[config.mk]
export PLATFORM = sky130hd
export DESIGN_NAME = exec_ctrl_flat
export DESIGN_NICKNAME = d
export VERILOG_FILES = /design/src/rtl/exec_pkg.sv /design/src/rtl/exec_if.sv /design/src/rtl/exec_regfile.sv /design/src/rtl/exec_ctrl.sv /design/src/flat_wrapper.sv
export SDC_FILE = /design/constraint.sdc
export NUM_CORES = 1
export LEC_CHECK = 0
export CAP_MARGIN = 20
export CORE_ASPECT_RATIO = 0.7
export CORE_MARGIN = 2
export CORE_UTILIZATION = 51
export DETAILED_ROUTE_END_ITERATION = 8
export GPL_ROUTABILITY_DRIVEN = 0
export PLACE_DENSITY = 0.82
export SYNTH_ARGS = -nofsm -noshare
export SYNTH_HDL_FRONTEND = slang
export SYNTH_SLANG_ARGS = --single-unit
[constraint.sdc]
create_clock -name clk -period 2.14 [get_ports clk]
set_input_delay 0.214 -clock clk [delete_from_list [all_inputs] [get_ports clk]]
set_output_delay 0.214 -clock clk [all_outputs]
set_load 0.03 [all_outputs]
[src/rtl/exec_pkg.sv]
// exec_pkg: opcode, ALU select and FSM state encodings shared by the controller and the ALU
package exec_pkg;
  typedef enum logic [2:0] {
    OP_LOAD    = 3'b000,
    OP_ADD     = 3'b001,
    OP_ADDI    = 3'b010,
    OP_SUB     = 3'b011,
    OP_SUBI    = 3'b100,
    OP_MUL     = 3'b101,
    OP_CLEAR   = 3'b110,
    OP_DISPLAY = 3'b111
  } opcode_t;
  typedef enum logic [1:0] {
    ALU_SUM = 2'b00,
    ALU_SUB = 2'b01,
    ALU_MUL = 2'b10
  } alu_sel_t;
  typedef enum logic [1:0] {
    IDLE  = 2'b00,
    READ  = 2'b01,
    EXEC  = 2'b10,
    WRITE = 2'b11
  } state_t;
  function automatic logic [15:0] sext7(input logic [6:0] v);
    return {{9{v[6]}}, v};
  endfunction
  function automatic logic [15:0] sext10(input logic [9:0] v);
    return {{6{v[9]}}, v};
  endfunction
endpackage

[src/rtl/exec_if.sv]
// exec_if: instruction, ALU and writeback/display signals of the execution controller
interface exec_if;
  logic        instr_valid;
  logic        instr_ready;
  logic [15:0] instr;
  logic [15:0] alu_data1;
  logic [15:0] alu_data2;
  logic [1:0]  alu_sel;
  logic [15:0] alu_result;
  logic        wb_valid;
  logic [2:0]  wb_addr;
  logic [15:0] wb_data;
  logic        disp_valid;
  logic [15:0] disp_data;
  logic        busy;
  modport master (
    output instr_valid, instr, alu_result,
    input  instr_ready, alu_data1, alu_data2, alu_sel, wb_valid, wb_addr, wb_data,
           disp_valid, disp_data, busy
  );
  modport slave (
    input  instr_valid, instr, alu_result,
    output instr_ready, alu_data1, alu_data2, alu_sel, wb_valid, wb_addr, wb_data,
           disp_valid, disp_data, busy
  );
endinterface

[src/rtl/exec_regfile.sv]
// exec_regfile: 8x16 register file, two async read ports, one sync write port, sync clear-all
module exec_regfile #(
  parameter int NREGS = 8
) (
  input  logic        clk,
  input  logic        rst,
  input  logic        clr,
  input  logic        we,
  input  logic [2:0]  waddr,
  input  logic [15:0] wdata,
  input  logic [2:0]  raddr1,
  input  logic [2:0]  raddr2,
  output logic [15:0] rdata1,
  output logic [15:0] rdata2
);
  logic [15:0] regs [NREGS];
  assign rdata1 = regs[raddr1];
  assign rdata2 = regs[raddr2];
  always_ff @(posedge clk)
    if (rst || clr)
      for (int i = 0; i < NREGS; i++) regs[i] <= '0;
    else if (we)
      regs[waddr] <= wdata;
endmodule

[src/rtl/exec_ctrl.sv]
// exec_ctrl: four-state instruction controller feeding an external ALU and writing back results
module exec_ctrl
  import exec_pkg::*;
#(
  parameter int NREGS = 8
) (
  input logic   clk,
  input logic   rst,
  exec_if.slave bus
);
  state_t      state, state_nx;
  opcode_t     op;
  alu_sel_t    sel_q, sel_nx;
  logic [15:0] ir, result, disp_q, a_q, b_q, a_nx, b_nx, rdata1, rdata2;
  logic        accept, in_write;
  assign accept   = bus.instr_valid && state == IDLE;
  assign op       = opcode_t'(ir[15:13]);
  assign in_write = state == WRITE;
  always_comb begin
    state_nx = state == IDLE ? (bus.instr_valid ? READ : IDLE) :
               state == READ ? EXEC : state == EXEC ? WRITE : IDLE;
    a_nx     = op == OP_LOAD ? '0 : rdata1;
    b_nx     = op == OP_LOAD ? sext10(ir[9:0]) :
               (op == OP_ADDI || op == OP_SUBI) ? sext7(ir[6:0]) : rdata2;
    sel_nx   = (op == OP_SUB || op == OP_SUBI) ? ALU_SUB : op == OP_MUL ? ALU_MUL : ALU_SUM;
  end
  always_ff @(posedge clk)
    if (rst) state <= IDLE;
    else     state <= state_nx;
  // Operands are sampled in READ, so a WRITE to rd never disturbs the values in use.
  always_ff @(posedge clk)
    if (rst) begin
      ir     <= '0;
      a_q    <= '0;
      b_q    <= '0;
      sel_q  <= ALU_SUM;
      result <= '0;
      disp_q <= '0;
    end else begin
      if (accept) ir <= bus.instr;
      if (state == READ) begin
        a_q   <= a_nx;
        b_q   <= b_nx;
        sel_q <= sel_nx;
        if (op == OP_DISPLAY) disp_q <= rdata1;
      end
      if (state == EXEC) result <= op == OP_CLEAR ? '0 : bus.alu_result;
    end
  exec_regfile #(.NREGS(NREGS)) u_rf (
    .clk   (clk),
    .rst   (rst),
    .clr   (in_write && op == OP_CLEAR),
    .we    (in_write && op != OP_CLEAR && op != OP_DISPLAY),
    .waddr (ir[12:10]),
    .wdata (result),
    .raddr1(ir[9:7]),
    .raddr2(ir[6:4]),
    .rdata1(rdata1),
    .rdata2(rdata2)
  );
  assign bus.instr_ready = state == IDLE;
  assign bus.busy        = state != IDLE;
  assign bus.alu_data1   = a_q;
  assign bus.alu_data2   = b_q;
  assign bus.alu_sel     = sel_q;
  assign bus.wb_valid    = in_write && op != OP_DISPLAY;
  assign bus.wb_addr     = ir[12:10];
  assign bus.wb_data     = result;
  assign bus.disp_valid  = in_write && op == OP_DISPLAY;
  assign bus.disp_data   = disp_q;
endmodule

[src/flat_wrapper.sv]
// flat-port wrapper written by rule: the top's interface ports become plain ports
module exec_ctrl_flat import exec_pkg::*;
#(
  parameter int NREGS = 8
)
  (clk, rst, bus_instr_valid, bus_instr, bus_alu_result, bus_instr_ready, bus_alu_data1, bus_alu_data2, bus_alu_sel, bus_wb_valid, bus_wb_addr, bus_wb_data, bus_disp_valid, bus_disp_data, bus_busy);
  exec_if bus_i ();
  input logic clk;
  input logic rst;
  input wire logic [$bits(bus_i.instr_valid)-1:0] bus_instr_valid;
  input wire logic [$bits(bus_i.instr)-1:0] bus_instr;
  input wire logic [$bits(bus_i.alu_result)-1:0] bus_alu_result;
  output wire logic [$bits(bus_i.instr_ready)-1:0] bus_instr_ready;
  output wire logic [$bits(bus_i.alu_data1)-1:0] bus_alu_data1;
  output wire logic [$bits(bus_i.alu_data2)-1:0] bus_alu_data2;
  output wire logic [$bits(bus_i.alu_sel)-1:0] bus_alu_sel;
  output wire logic [$bits(bus_i.wb_valid)-1:0] bus_wb_valid;
  output wire logic [$bits(bus_i.wb_addr)-1:0] bus_wb_addr;
  output wire logic [$bits(bus_i.wb_data)-1:0] bus_wb_data;
  output wire logic [$bits(bus_i.disp_valid)-1:0] bus_disp_valid;
  output wire logic [$bits(bus_i.disp_data)-1:0] bus_disp_data;
  output wire logic [$bits(bus_i.busy)-1:0] bus_busy;
  assign bus_i.instr_valid = bus_instr_valid;
  assign bus_i.instr = bus_instr;
  assign bus_i.alu_result = bus_alu_result;
  assign bus_instr_ready = bus_i.instr_ready;
  assign bus_alu_data1 = bus_i.alu_data1;
  assign bus_alu_data2 = bus_i.alu_data2;
  assign bus_alu_sel = bus_i.alu_sel;
  assign bus_wb_valid = bus_i.wb_valid;
  assign bus_wb_addr = bus_i.wb_addr;
  assign bus_wb_data = bus_i.wb_data;
  assign bus_disp_valid = bus_i.disp_valid;
  assign bus_disp_data = bus_i.disp_data;
  assign bus_busy = bus_i.busy;
  exec_ctrl #(.NREGS(NREGS)) u_core (.clk(clk), .rst(rst), .bus(bus_i));
endmodule
==> run_results.csv <==
group,metric,value,unit
synthesis,synth_top_family_by_area,"multiplexers",
sta,worst_pin_slew,0.709,ns
synthesis,synth-seq-cells,218,
sta,finalMaxSlewViolations,0,
final_layout,diodes,0,
sta,fmax,487,MHz
final_layout,final_layout_size_suffix_gt1_frac,0.174,
critical_path,crit_fanout,10,
synthesis,ys_warn_count,0,
sta,fin_crit,2.06,ns
grt,antenna_found_initial,0,
pwr,power,9.03,mW
synthesis,synth_top_area_share,0.384,
synthesis,synth_compound_area_frac,0.0666,
synthesis,syn_nets,771,
placed_design,dp_hpwl,18400,µm
floorplanning,placementRows,42,
grt,grt_busiest_layer,"met1",
pwr,leakage,4.25,nW
synthesis,syn-instance-count,731,
synthesis,synth-edff-count,128,
synthesis,synth-adder-area-share,0.00625,
critical_path,required,1.93,ns
sta,hold_violations,0,
route,wire_per_inst,22.5,µm
critical_path,cp_slowest_cell,"clkdlybuf4s50_1",
floorplanning,die_w,172,µm
sta,setup_tns,0,ns
final_layout,fill_cells,1379,
run,cap_viol_max_count,0,
pwr,cellPowerDensity,738,nW/µm²
sta,rsz0062_at_grt,"false",
floorplanning,fp.dieH,121,µm
critical_path,start_kind,"flop",
sta,setup_slack,0.0849,ns
grt,grt_pass1_wl,38200,µm
synthesis,seq_area_frac_synth,0.564,
placed_design,place_ws,0.0178,ns
synthesis,syn_area,10000,µm²
route,first_pass_iters,7,
synthesis,yosysUniqueCellTypes,45,
synthesis,yosys-mux-area-fraction,0.178,
critical_path,cp-end-kind,"output port",
floorplanning,start_util,0.525,
critical_path,critPathTopFamily,"buffers and inverters",
final_layout,fin_util,0.641,
clock_tree,htree_num_levels,1,
synthesis,async_flop_share,0,
floorplanning,pin_count,108,
critical_path,slowest_delay,0.76,ns
pwr,peakVddDrop,0.000423,V
placed_design,port_buffers,107,
clock_tree,cts_buffer_depth,3,
synthesis,netlist.top_cell.by_area,"edfxtp_1",
critical_path,worstSetupPathType,"reg2out",
sta,setup_viol,0,
clock_tree,numClockSinks,218,
route,drt-total-wl,25300,µm
synthesis,yosys.area_share.simple,0.151,
clock_tree,holdBufCountCts,0,
synthesis,synthTopCellsByArea,"edfxtp_1 (38%), dfxtp_1 (18%), mux4_2 (14%)",
sta,slew-limit-headroom,0.528,
grt,grt.met3_usage,0.0917,
floorplanning,core_area,19100,µm²
clock_tree,clkTransAtPathRegs,0.06,ns
grt,gr-usage-met1,0.379,
grt,grt_usage,0.250,
clock_tree,postCtsSetupRepairBufs,0,
route,drcViolationCount,0,
synthesis,syn_area_per_cell,13.7,µm²
synthesis,synth_ff_type,"edfxtp_1",
min_path,hp-class,"in2reg",
placed_design,placed_area,11600,µm²
clock_tree,cts_made_buffers,21,
critical_path,crit_chain,"clkdlybuf4s50_1",
grt,grt_max_degree,38,
route,via_count,6637,
clock_tree,tritoncts,"built",
sta,fin_skew,0.0136,ns
synthesis,synth_xor_area_frac,0.000874,
run_status,outcome,"completed",
critical_path,cp_data_arrival_time,1.84,ns
final_layout,fin_nets,888,
grt,grt_pass1_vias,6280,
route,drt_iter0_drc,862,
floorplanning,dieArea,20800,µm²
clock_tree,clk_latency,0.50,ns
route,ant_nets,0,
final_layout,areaGrowthSynthToFinish,22.2,%
critical_path,path_buf_inv,1,
grt,grt.overflow.total,0,
final_layout,finalInstanceArea,12200,µm²
grt,met2_usage,0.347,
clock_tree,cts-root-buf,"clkbuf_16",
sta,post-route-period-util,0.960,
route,routed_via_density,5.89,
[cells in the mapped netlist, types with 3 or more instances]
| cell | number |
|---|---|
| mux2i_1 | 34 |
| nand3b_1 | 4 |
| clkbuf_1 | 12 |
| nand2_1 | 74 |
| nor4b_4 | 4 |
| mux4_2 | 64 |
| buf_1 | 6 |
| o211ai_1 | 5 |
| a21oi_1 | 24 |
| dfxtp_1 | 90 |
| o22ai_1 | 8 |
| nor2_1 | 5 |
| ha_1 | 5 |
| nor3b_1 | 3 |
| buf_6 | 10 |
| nand2b_1 | 13 |
| nor4_4 | 4 |
| buf_2 | 19 |
| edfxtp_1 | 128 |
| and2_1 | 129 |
| buf_4 | 6 |
| o21ai_1 | 30 |
| inv_1 | 4 |
| a32oi_1 | 7 |
| o21ai_0 | 4 |
| a22o_1 | 14 |
[path summary, 6_finish.rpt]
| path | depth (start not counted) | slack [ns] | to | start |
|---|---|---|---|---|
| worst max-delay path | 1 | 0.08 | bus_wb_data[11] | u_core.bus.wb_data[11] |
| worst min-delay path | 3 | 0.26 | u_core.ir[15] | bus_instr[15] |
| worst max register to register | 4 | 0.13 | u_core.u_rf.regs[6][14] | u_core.ir[14] |
| worst min register to register | 2 | 0.45 | u_core.bus.disp_data[5] | u_core.bus.disp_data[5] |
[layout by cell type (no fill, tap or decap), drive strengths merged, types with 7 or more instances in the layout]
master           n
a21oi           24
a22o            14
a32oi            7
and2           130
buf             42
clkbuf          32
clkdlybuf4s50  103
dfxtp           90
edfxtp         128
mux2i           34
mux4            64
nand2           74
nand2b          13
o21ai           34
o22ai            8
[flip-flops by register name, summed over array words and instances, names as in the netlist, named ones only]
| register | cells |
|---|---|
| u_core.state | 2 |
| u_core.bus.alu_data1 | 16 |
| u_core.ir | 16 |
| u_core.bus.wb_data | 16 |
| u_core.bus.alu_data2 | 16 |
| u_core.u_rf.regs | 128 |
| u_core.bus.disp_data | 16 |
| u_core.bus.alu_sel | 2 |
[through the flow]
stage	hold WS, ns	std cells
2_1_floorplan	0.347	731
3_3_place_gp	0.439	1088
3_5_place_dp	0.447	1088
4_1_cts	0.261	1125
5_1_grt	0.281	1126
6_report	0.263	1126
[layout make-up]
class | instances | area (µm²) | area share
Sequential cell | 218 | 5650 | 0.462
Multi-Input combinational cell | 455 | 4040 | 0.330
Timing Repair Buffer | 148 | 1580 | 0.129
Clock buffer | 32 | 607 | 0.0496
Tap cell | 264 | 330 | 0.0270
Clock inverter | 5 | 21.3 | 0.00174
Inverter | 4 | 15.0 | 0.00123
[logic make-up (layout without fill, tap and decap cells)]
logic type / count (synthesis) / after routing
mux: 98 / 98
xor+xnor: 1 / 1
fa+ha+maj: 5 / 5
simple gates: 247 / 247
compound gates: 104 / 104
buf+inv: 58 / 189
flops: 218 / 218
[worst register-to-register path: stages (launching register included)]
cell	delay, ns
dfxtp_1	0.37
and3b_1	0.25
a21oi_1	0.60
nand2b_1	0.32
buf_12	0.23
[metal layers]
metal,part of all wire,vias up
met2,0.41,399
met4,0.015,0
met5,0,-
met1,0.44,3249
met3,0.14,33
li1,-,2956
[report_power, final]
| part | total [mW] | switching (mW) | internal, mW |
|---|---|---|---|
| registers | 4.69 | 0.131 | 4.56 |
| clock network | 3.44 | 1.50 | 1.95 |
| logic | 0.887 | 0.458 | 0.430 |
[what timing repair did]
| action | 4_1_cts | 5_1_grt |
|---|---|---|
| resized for setup | 3 | 2 |
| setup endpoints to repair | 3 | 2 |
| pin swaps | 0 | 0 |
Note: power is estimated with default switching activity, not from simulation.
